$ cat config.mk
export PLATFORM = sky130hd
export DESIGN_NAME = c64_bus_arbiter
export DESIGN_NICKNAME = d
export VERILOG_FILES = /design/src/rtl/c64_bus_arbiter.sv
export SDC_FILE = /design/constraint.sdc
export NUM_CORES = 1
export LEC_CHECK = 0
export CORE_MARGIN = 2
export CORE_UTILIZATION = 35
export CTS_CLUSTER_SIZE = 28
export DETAILED_ROUTE_END_ITERATION = 6
export PLACE_DENSITY = 0.95
export SLEW_MARGIN = 10
export SYNTH_ARGS = -nofsm -noshare
export SYNTH_HDL_FRONTEND = slang
export SYNTH_SLANG_ARGS = --single-unit
$ cat constraint.sdc
create_clock -name clk -period 2.87 [get_ports clk]
set_input_delay 0.574 -clock clk [delete_from_list [all_inputs] [get_ports clk]]
set_output_delay 0.574 -clock clk [all_outputs]
set_load 0.01 [all_outputs]
$ cat src/rtl/c64_bus_arbiter.sv
// Shares the 64K memory bus between the 6502 and the VIC-II: phase 0 is the VIC slot,
// phase 1 is the CPU slot, and a VIC DMA request steals both phases after a BA warning.
module c64_bus_arbiter #(
    parameter int BA_LEAD = 3,
    parameter int AW      = 16
) (
    input  logic          clk,
    input  logic          reset,
    input  logic [AW-1:0] cpu_ab,
    input  logic [7:0]    cpu_do,
    input  logic          cpu_we,
    output logic [7:0]    cpu_di,
    output logic          cpu_rdy,
    input  logic [AW-1:0] vic_ab,
    input  logic          vic_req,
    output logic [7:0]    vic_di,
    output logic          vic_grant,
    output logic          ph,
    output logic          ba,
    output logic          aec,
    output logic [AW-1:0] mem_ab,
    output logic [7:0]    mem_do,
    output logic          mem_we,
    input  logic [7:0]    mem_di
);

    localparam int              CNT_W    = (BA_LEAD > 1) ? $clog2(BA_LEAD) : 1;
    localparam logic [CNT_W-1:0] CNT_LOAD = CNT_W'(BA_LEAD - 1);

    typedef enum logic [1:0] {
        CPU_OWN,
        BA_WAIT,
        VIC_OWN
    } state_t;

    state_t           state;
    state_t           state_nxt;
    logic [CNT_W-1:0] cnt;
    logic [CNT_W-1:0] cnt_nxt;

    always_ff @(posedge clk or negedge reset) begin
        if (!reset) begin
            ph    <= 1'b0;
            state <= CPU_OWN;
            cnt   <= '0;
        end else begin
            ph    <= ~ph;
            state <= state_nxt;
            cnt   <= cnt_nxt;
        end
    end

    // The edge that ends a ph=1 clk is the only place the steal sequence may advance.
    always_comb begin
        state_nxt = state;
        cnt_nxt   = cnt;
        if (ph) begin
            case (state)
                CPU_OWN: begin
                    if (vic_req) begin
                        state_nxt = BA_WAIT;
                        cnt_nxt   = CNT_LOAD;
                    end
                end
                BA_WAIT: begin
                    if (!vic_req) begin
                        state_nxt = CPU_OWN;
                        cnt_nxt   = '0;
                    end else if (cnt == '0) begin
                        state_nxt = VIC_OWN;
                    end else begin
                        cnt_nxt = cnt - 1'b1;
                    end
                end
                VIC_OWN: begin
                    if (!vic_req) begin
                        state_nxt = CPU_OWN;
                    end
                end
                default: begin
                    state_nxt = CPU_OWN;
                    cnt_nxt   = '0;
                end
            endcase
        end
    end

    assign ba        = (state == CPU_OWN);
    assign cpu_rdy   = (state == CPU_OWN);
    assign vic_grant = (state == VIC_OWN);

    // During the BA warning the CPU may still finish writes; only its reads are held off.
    assign aec    = ph & ((state == CPU_OWN) | ((state == BA_WAIT) & cpu_we));
    assign mem_ab = aec ? cpu_ab : vic_ab;
    assign mem_do = cpu_do;
    assign mem_we = aec & cpu_we;

    always_ff @(posedge clk or negedge reset) begin
        if (!reset) begin
            cpu_di <= 8'h00;
            vic_di <= 8'h00;
        end else begin
            if (aec && !cpu_we) begin
                cpu_di <= mem_di;
            end
            if (!aec && (!ph || (state == VIC_OWN))) begin
                vic_di <= mem_di;
            end
        end
    end

endmodule

==> insert_results.sql, run 1 <==
INSERT INTO impl_metrics (metric_group, metric, value, unit) VALUES
('sta', 'final-max-slew-violation-count', '0', ''),
('flow_run', 'maxCapViolations', '0', ''),
('logic_synthesis', 'synth_top_flop_cell', 'sky130_fd_sc_hd__dfrtp_1', ''),
('sta', 'worst_pin_slew', '914', 'ps'),
('clocking', 'max_h_tree_level', '1', ''),
('sta', 'timing.final.setup_violations', '0', ''),
('layout', 'layout-drive-gt1-share', '0.253', ''),
('die', 'core-area', '3280', 'µm²'),
('die', 'area_enclosed_by_the_die_boundary', '3870', 'µm²'),
('global_routing', 'antenna_violations_before_repair', '0', ''),
('layout', 'area_growth', '69.1', '%'),
('sta', 'setup_slack', '91.7', 'ps'),
('drt', 'drt_pass1_iterations', '4', ''),
('layout', 'design.final.nets', '224', ''),
('setup_path', 'crit_path_frequent_cell', 'sky130_fd_sc_hd__clkdlybuf4s50_1', ''),
('clocking', 'hold_buffers', '0', ''),
('setup_path', 'setup.worst_path.start_class', 'input port', ''),
('hold_path', 'min-delay-path-class', 'reg2reg', ''),
('die', 'i_o_pin_cnt', '98', ''),
('global_routing', 'groute.usage.overall', '0.172', ''),
('logic_synthesis', 'synth_area', '1190', 'µm²'),
('global_routing', 'global_route_wire_length_before_repair', '5330', 'µm'),
('placed_design', 'hpwlAfterDp', '2650', 'µm'),
('clocking', 'root_buffer', 'sky130_fd_sc_hd__clkbuf_4', ''),
('logic_synthesis', 'ys_warn_count', '0', ''),
('logic_synthesis', 'post-synth-top-area-fraction', '0.443', ''),
('setup_path', 'criticalPathCategory', 'in2out', ''),
('die', 'die_w', '62.2', 'µm'),
('sta', 'clock_skew', '5.57', 'ps'),
('clocking', 'clock_sink_count', '21', ''),
('setup_path', 'cp_slowest_stage_delay', '490', 'ps'),
('logic_synthesis', 'synthesized_flop_and_latch_total', '21', ''),
('sta', 'hold_viol_final', '0', ''),
('clocking', 'worst_skew_pair.late_latency', '290', 'ps'),
('clocking', 'cts-root-to-sink-buffers', '2', ''),
('power', 'power-per-cell-area', '702', 'nW/µm²'),
('sta', 'finalCriticalPeriod', '2780', 'ps'),
('setup_path', 'cell_chain_critical_path', 'clkdlybuf4s50_1, o21ai_4, buf_12, mux2_2, clkdlybuf4s50_1', ''),
('setup_path', 'crit_buf_inv', '3', ''),
('clocking', 'cts_tree', 'yes', ''),
('logic_synthesis', 'synth_area_leaders', 'sky130_fd_sc_hd__dfrtp_1, sky130_fd_sc_hd__mux2_2, sky130_fd_sc_hd__buf_4', ''),
('layout', 'final_non_filler_cells', '216', ''),
('logic_synthesis', 'yosys-top-cells-count', 'sky130_fd_sc_hd__mux2_2, sky130_fd_sc_hd__dfrtp_1, sky130_fd_sc_hd__buf_4', ''),
('drt', 'number_of_vias_per_cell_after_detailed_routing', '4.62', ''),
('setup_path', 'cp.required', '2300', 'ps'),
('logic_synthesis', 'synth_cell_type_count', '23', ''),
('logic_synthesis', 'async_flop_share', '1.00', ''),
('sta', 'finalSetupTns', '0', 'ps'),
('drt', 'wl', '3250', 'µm'),
('placed_design', 'routabilityCongestion', '0.820', ''),
('power', 'leakage', '0.789', 'nW'),
('setup_path', 'crit_fanout', '17', ''),
('setup_path', 'crit_path_top_delay_cell', 'sky130_fd_sc_hd__clkdlybuf4s50_1', ''),
('setup_path', 'cp.arrival', '2200', 'ps'),
('global_routing', 'overflow', '0', ''),
('logic_synthesis', 'synth_top_area_cell', 'sky130_fd_sc_hd__dfrtp_1', ''),
('drt', 'wl_per_cell', '15.0', 'µm'),
('clocking', 'clk_pin_slew_worst_paths', '100', 'ps'),
('status', 'run_status', 'finished, final reports clean', ''),
('logic_synthesis', 'postSynthAreaPerCell', '12.5', 'µm²'),
('setup_path', 'critPathCaptureType', 'primary output', ''),
('drt', 'vias', '998', ''),
('sta', 'post-route-period-util', '0.968', ''),
('placed_design', 'place_inst', '212', ''),
('die', 'initial_utilization', '0.361', ''),
('die', 'die_y', '62.2', 'µm'),
('global_routing', 'grt_start_max_net_pins', '22', ''),
('clocking', 'tritoncts.num_buffers', '3', ''),
('placed_design', 'dpl_worst_slack', '83.4', 'ps'),
('drt', 'route.antenna.remaining_nets', '0', ''),
('layout', 'finalInstanceArea', '2010', 'µm²');
## routing by layer
layer / up-vias / track usage / share of wire
met5: - / 0 / 0
met4: 0 / 0.0417 / 0.0025
met3: 2 / 0.0562 / 0.091
met2: 52 / 0.329 / 0.53
met1: 471 / 0.181 / 0.38
li1: 473 / - / -
## where the power goes
part	internal (mW)	switching [mW]	total (mW)
Sequential	0.383	0.0657	0.449
Combinational	0.514	0.312	0.826
Clock	0.0539	0.0790	0.133
Total	0.951	0.457	1.41
## cells by family after synthesis
group                    Yosys count  synth area share
AO/OA/AOI/OAI                     11            0.0644
adder cells (fa/ha/maj)            1            0.0105
buffers and inverters             19             0.114
flip-flops                        21             0.443
multiplexers                      32             0.304
AND/OR/NAND/NOR                   11            0.0644
## final cells by class
cell class / instances / area [µm²]
tap: 46 / 57.6
inverter: 7 / 31.3
multi-input combinational: 55 / 526
clock buffer: 4 / 26.3
fill: 275 / 1280
sequential: 21 / 527
timing repair buffer: 83 / 838
## state kept, by name, summed over array words and instances (netlist names)
name and cells:
vic_di 8, cpu_di 8, state 2, ph 1, cnt 2
## metrics by stage
stage	total power, mW	hold WS, ps	util
6_report	1.41	518	0.611
5_1_grt	1.51	536	0.611
4_1_cts	1.43	524	0.610
3_5_place_dp	1.29	499	0.602
3_3_place_gp	1.25	492	0.602
2_1_floorplan	0.884	278	-
## path summary, 6_finish.rpt
| check | startpoint | to | slack (ps) | depth (start not counted) |
|---|---|---|---|---|
| min in group asynchronous | reset | cpu_di[3] | 790 | 1 |
| worst min-delay path | cpu_di[6] | cpu_di[6] | 520 | 1 |
| worst min register to register | cpu_di[6] | cpu_di[6] | 520 | 1 |
| max in group asynchronous | reset | state[0] | 1460 | 1 |
| worst max register to register | ph | cpu_di[3] | 1200 | 3 |
| worst max-delay path | cpu_we | mem_ab[14] | 90 | 5 |
## cell usage in the layout, fill, tap and decap left out, types with 2 or more instances in the layout
| cell type | synthesis | layout |
|---|---|---|
| sky130_fd_sc_hd__a31oi_1 | 2 | 2 |
| sky130_fd_sc_hd__clkdlybuf4s50_1 | 0 | 81 |
| sky130_fd_sc_hd__a21oi_1 | 2 | 2 |
| sky130_fd_sc_hd__mux2_2 | 32 | 32 |
| sky130_fd_sc_hd__dfrtp_1 | 21 | 20 |
| sky130_fd_sc_hd__clkbuf_4 | 0 | 3 |
| sky130_fd_sc_hd__inv_1 | 6 | 6 |
| sky130_fd_sc_hd__nor2_1 | 2 | 2 |
| sky130_fd_sc_hd__nand2_1 | 2 | 2 |
| sky130_fd_sc_hd__o21ai_0 | 4 | 4 |
## what timing repair did
item | 4_1_cts | 5_1_grt
endpoints found under the setup margin | 0 | 16
buffers inserted | 0 | 0
gates resized for setup | 0 | 1
Power figures use the tool's default switching activity.
==> run 2, diff against run 1 <==
--- a/config.mk
+++ b/config.mk
@@ -5,6 +5,7 @@
 export SDC_FILE = /design/constraint.sdc
 export NUM_CORES = 1
 export LEC_CHECK = 0
+export ABC_CLOCK_PERIOD_IN_PS = 2870
 export CORE_MARGIN = 2
 export CORE_UTILIZATION = 35
 export CTS_CLUSTER_SIZE = 28
==> results of run 2 <==
Same layout as run 1: the final DEF is identical, and so are final timing and power.
==> run 3, diff against run 2 <==
--- a/config.mk
+++ b/config.mk
@@ -6,7 +6,6 @@
 export NUM_CORES = 1
 export LEC_CHECK = 0
 export ABC_CLOCK_PERIOD_IN_PS = 2870
-export CORE_MARGIN = 2
 export CORE_UTILIZATION = 35
 export CTS_CLUSTER_SIZE = 28
 export DETAILED_ROUTE_END_ITERATION = 6
==> insert_results.sql, run 3 (same netlist as run 1, synthesis figures left out) <==
INSERT INTO impl_metrics (metric_group, metric, value, unit) VALUES
('setup_path', 'critPathCaptureType', 'primary output', ''),
('die', 'area_enclosed_by_the_die_boundary', '3630', 'µm²'),
('sta', 'worst_pin_slew', '907', 'ps'),
('clocking', 'cts-root-to-sink-buffers', '2', ''),
('clocking', 'max_h_tree_level', '1', ''),
('drt', 'detailedRoute.firstIterationViolations', '29', ''),
('drt', 'drt_pass1_iterations', '4', ''),
('clocking', 'cts_repair_resize_count', '0', ''),
('setup_path', 'reg2regPathDepth', '3', ''),
('placed_design', 'port_buffers', '81', ''),
('layout', 'layout-drive-gt1-share', '0.259', ''),
('clocking', 'cts_tree', 'yes', ''),
('power', 'power-per-cell-area', '705', 'nW/µm²'),
('setup_path', 'cp.required', '2300', 'ps'),
('global_routing', 'first_global_vias', '978', ''),
('power', 'cell_internal_pwr', '0.950', 'mW'),
('setup_path', 'cp.depth', '5', ''),
('power', 'power.clock.fraction', '0.095', ''),
('setup_path', 'cell_chain_critical_path', 'clkdlybuf4s50_1, o21ai_4, buf_12, mux2_2, clkdlybuf4s50_1', ''),
('drt', 'wl', '3170', 'µm'),
('sta', 'hold_viol_final', '0', ''),
('flow_run', 'maxCapViolations', '0', ''),
('sta', 'finalSetupTns', '0', 'ps'),
('die', 'i_o_pin_cnt', '98', ''),
('die', 'die_w', '60.2', 'µm'),
('clocking', 'clock_sink_count', '21', ''),
('sta', 'post-route-period-util', '0.970', ''),
('power', 'leakage', '0.791', 'nW'),
('clocking', 'clk_pin_slew_worst_paths', '110', 'ps'),
('placed_design', 'routabilityCongestion', '0.703', ''),
('placed_design', 'postPlaceCellArea', '1980', 'µm²'),
('global_routing', 'groute.usage.overall', '0.179', ''),
('sta', 'timing.final.setup_violations', '0', ''),
('global_routing', 'grt_start_max_net_pins', '22', ''),
('layout', 'largestRegisters', 'cpu_di (8), vic_di (8)', ''),
('drt', 'vias', '1005', ''),
('layout', 'most_common_library_cell_in_the_layout_ignoring_fill_and_taps', 'sky130_fd_sc_hd__clkdlybuf4s50_1', ''),
('layout', 'area_growth', '69.0', '%'),
('setup_path', 'worst_setup_path_start', 'cpu_we', ''),
('setup_path', 'crit_path_top_delay_cell', 'sky130_fd_sc_hd__clkdlybuf4s50_1', ''),
('clocking', 'tritoncts.num_buffers', '3', ''),
('setup_path', 'rr_startpoint', 'ph', ''),
('sta', 'grt_setup_unrepaired', 'false', ''),
('hold_path', 'min-delay-path-class', 'reg2reg', ''),
('setup_path', 'setup.worst_path.start_class', 'input port', ''),
('power', 'switching_share', '0.328', ''),
('power', 'netSwitchingPower', '0.463', 'mW'),
('drt', 'route.antenna.remaining_nets', '0', ''),
('layout', 'layout_common_cells', 'sky130_fd_sc_hd__clkdlybuf4s50_1, sky130_fd_sc_hd__mux2_2, sky130_fd_sc_hd__dfrtp_1, sky130_fd_sc_hd__inv_1, sky130_fd_sc_hd__o21ai_0', ''),
('setup_path', 'cp.arrival', '2210', 'ps'),
('sta', 'clock.fmax', '359', 'MHz'),
('clocking', 'worst_skew_pair.late_latency', '290', 'ps'),
('die', 'die_y', '60.2', 'µm'),
('global_routing', 'overflow', '0', ''),
('drt', 'drcViolationCount', '0', ''),
('global_routing', 'antenna_violations_before_repair', '0', ''),
('clocking', 'hold_buffers', '0', ''),
('power', 'power.share.sequential', '0.318', ''),
('setup_path', 'crit_buf_inv', '3', ''),
('setup_path', 'crit_path_frequent_cell', 'sky130_fd_sc_hd__clkdlybuf4s50_1', ''),
('sta', 'final-max-slew-violation-count', '0', ''),
('sta', 'finalCriticalPeriod', '2780', 'ps'),
('layout', 'antenna_cells', '0', ''),
('setup_path', 'crit_fanout', '17', ''),
('power', 'ir_worst_vdd', '349', 'µV'),
('global_routing', 'global_route_wire_length_before_repair', '4770', 'µm'),
('setup_path', 'r2r_setup_slack', '1190', 'ps'),
('clocking', 'postcts_setup_bufs', '0', ''),
('die', 'std_cell_rows', '20', ''),
('setup_path', 'crit_family', 'buffers and inverters', ''),
('drt', 'wl_per_cell', '14.8', 'µm'),
('die', 'initial_utilization', '0.379', ''),
('setup_path', 'capturing_instance_or_port_of_the_critical_path', 'mem_ab[1]', ''),
('setup_path', 'timing.rr.end', 'cpu_di[2]', ''),
('layout', 'design.final.nets', '224', ''),
('setup_path', 'cp_slowest_stage_delay', '490', 'ps'),
('clocking', 'root_buffer', 'sky130_fd_sc_hd__clkbuf_4', ''),
('setup_path', 'criticalPathCategory', 'in2out', ''),
('status', 'run_status', 'finished, final reports clean', ''),
('power', 'power.share.combinational', '0.587', ''),
('drt', 'number_of_vias_per_cell_after_detailed_routing', '4.70', ''),
('die', 'core-area', '3130', 'µm²'),
('sta', 'timing.slew.headroom', '0.394', ''),
('sta', 'clock_skew', '2.80', 'ps'),
('layout', 'finalInstanceArea', '2000', 'µm²'),
('placed_design', 'hpwlAfterDp', '2640', 'µm');
-- run 3: changes by cell type in the layout (fill, tap and decap cells not counted) --
cell / previous run / this run
sky130_fd_sc_hd__clkbuf_1: 1 / 0
sky130_fd_sc_hd__clkinv_2: 0 / 1
-- run 3: power groups by stage --
stage                     Combinational (mW)  Clock [mW]  Sequential (mW)
after floorplan                        0.420           0            0.464
after global placement                 0.805           0            0.445
after detailed placement               0.840           0            0.454
after CTS                              0.842       0.146            0.449
after global routing                   0.898       0.157            0.461
final                                  0.829       0.135            0.450
-- run 3: layout make-up --
cell class                      instances  area, µm²
Inverter                                7       31.3
Tap cell                               44       55.1
Timing Repair Buffer                   83        838
Clock inverter                          1       5.00
Fill cell                             260       1120
Sequential cell                        21        527
Clock buffer                            3       22.5
Multi-Input combinational cell         55        526
-- run 3: layer usage --
layer / part of all wire / global-route usage / routed length [µm] / vias up
li1: - / - / - / 471
met1: 0.36 / 0.194 / 1130 / 473
met4: 0 / 0.0532 / 0 / 0
met2: 0.54 / 0.342 / 1710 / 61
met3: 0.10 / 0.0390 / 327 / 0
met5: 0 / 0 / 0 / -
-- run 3: how the worst min path moves through the flow --
stage | start | endpoint | slack [ps] | cells after the start
3_5_place_dp | cpu_di[0] | cpu_di[0] | 500 | 1
3_3_place_gp | cpu_di[5] | cpu_di[5] | 490 | 1
6_report | cpu_di[0] | cpu_di[0] | 510 | 1
2_1_floorplan | reset | cnt[0] | 280 | 0
4_1_cts | cpu_di[0] | cpu_di[0] | 520 | 1
5_1_grt | cpu_di[0] | cpu_di[0] | 530 | 1
-- run 3: metrics by stage --
stage	utilization	std cells	hold WS, ps	setup WS [ps]	power [mW]
finish	0.641	214	515	86.4	1.41
global route	0.641	214	532	5.07	1.52
CTS	0.640	214	522	38.8	1.44
detailed placement	0.632	210	496	79.4	1.29
global placement	0.632	210	491	122	1.25
floorplan	-	95	278	868	0.884
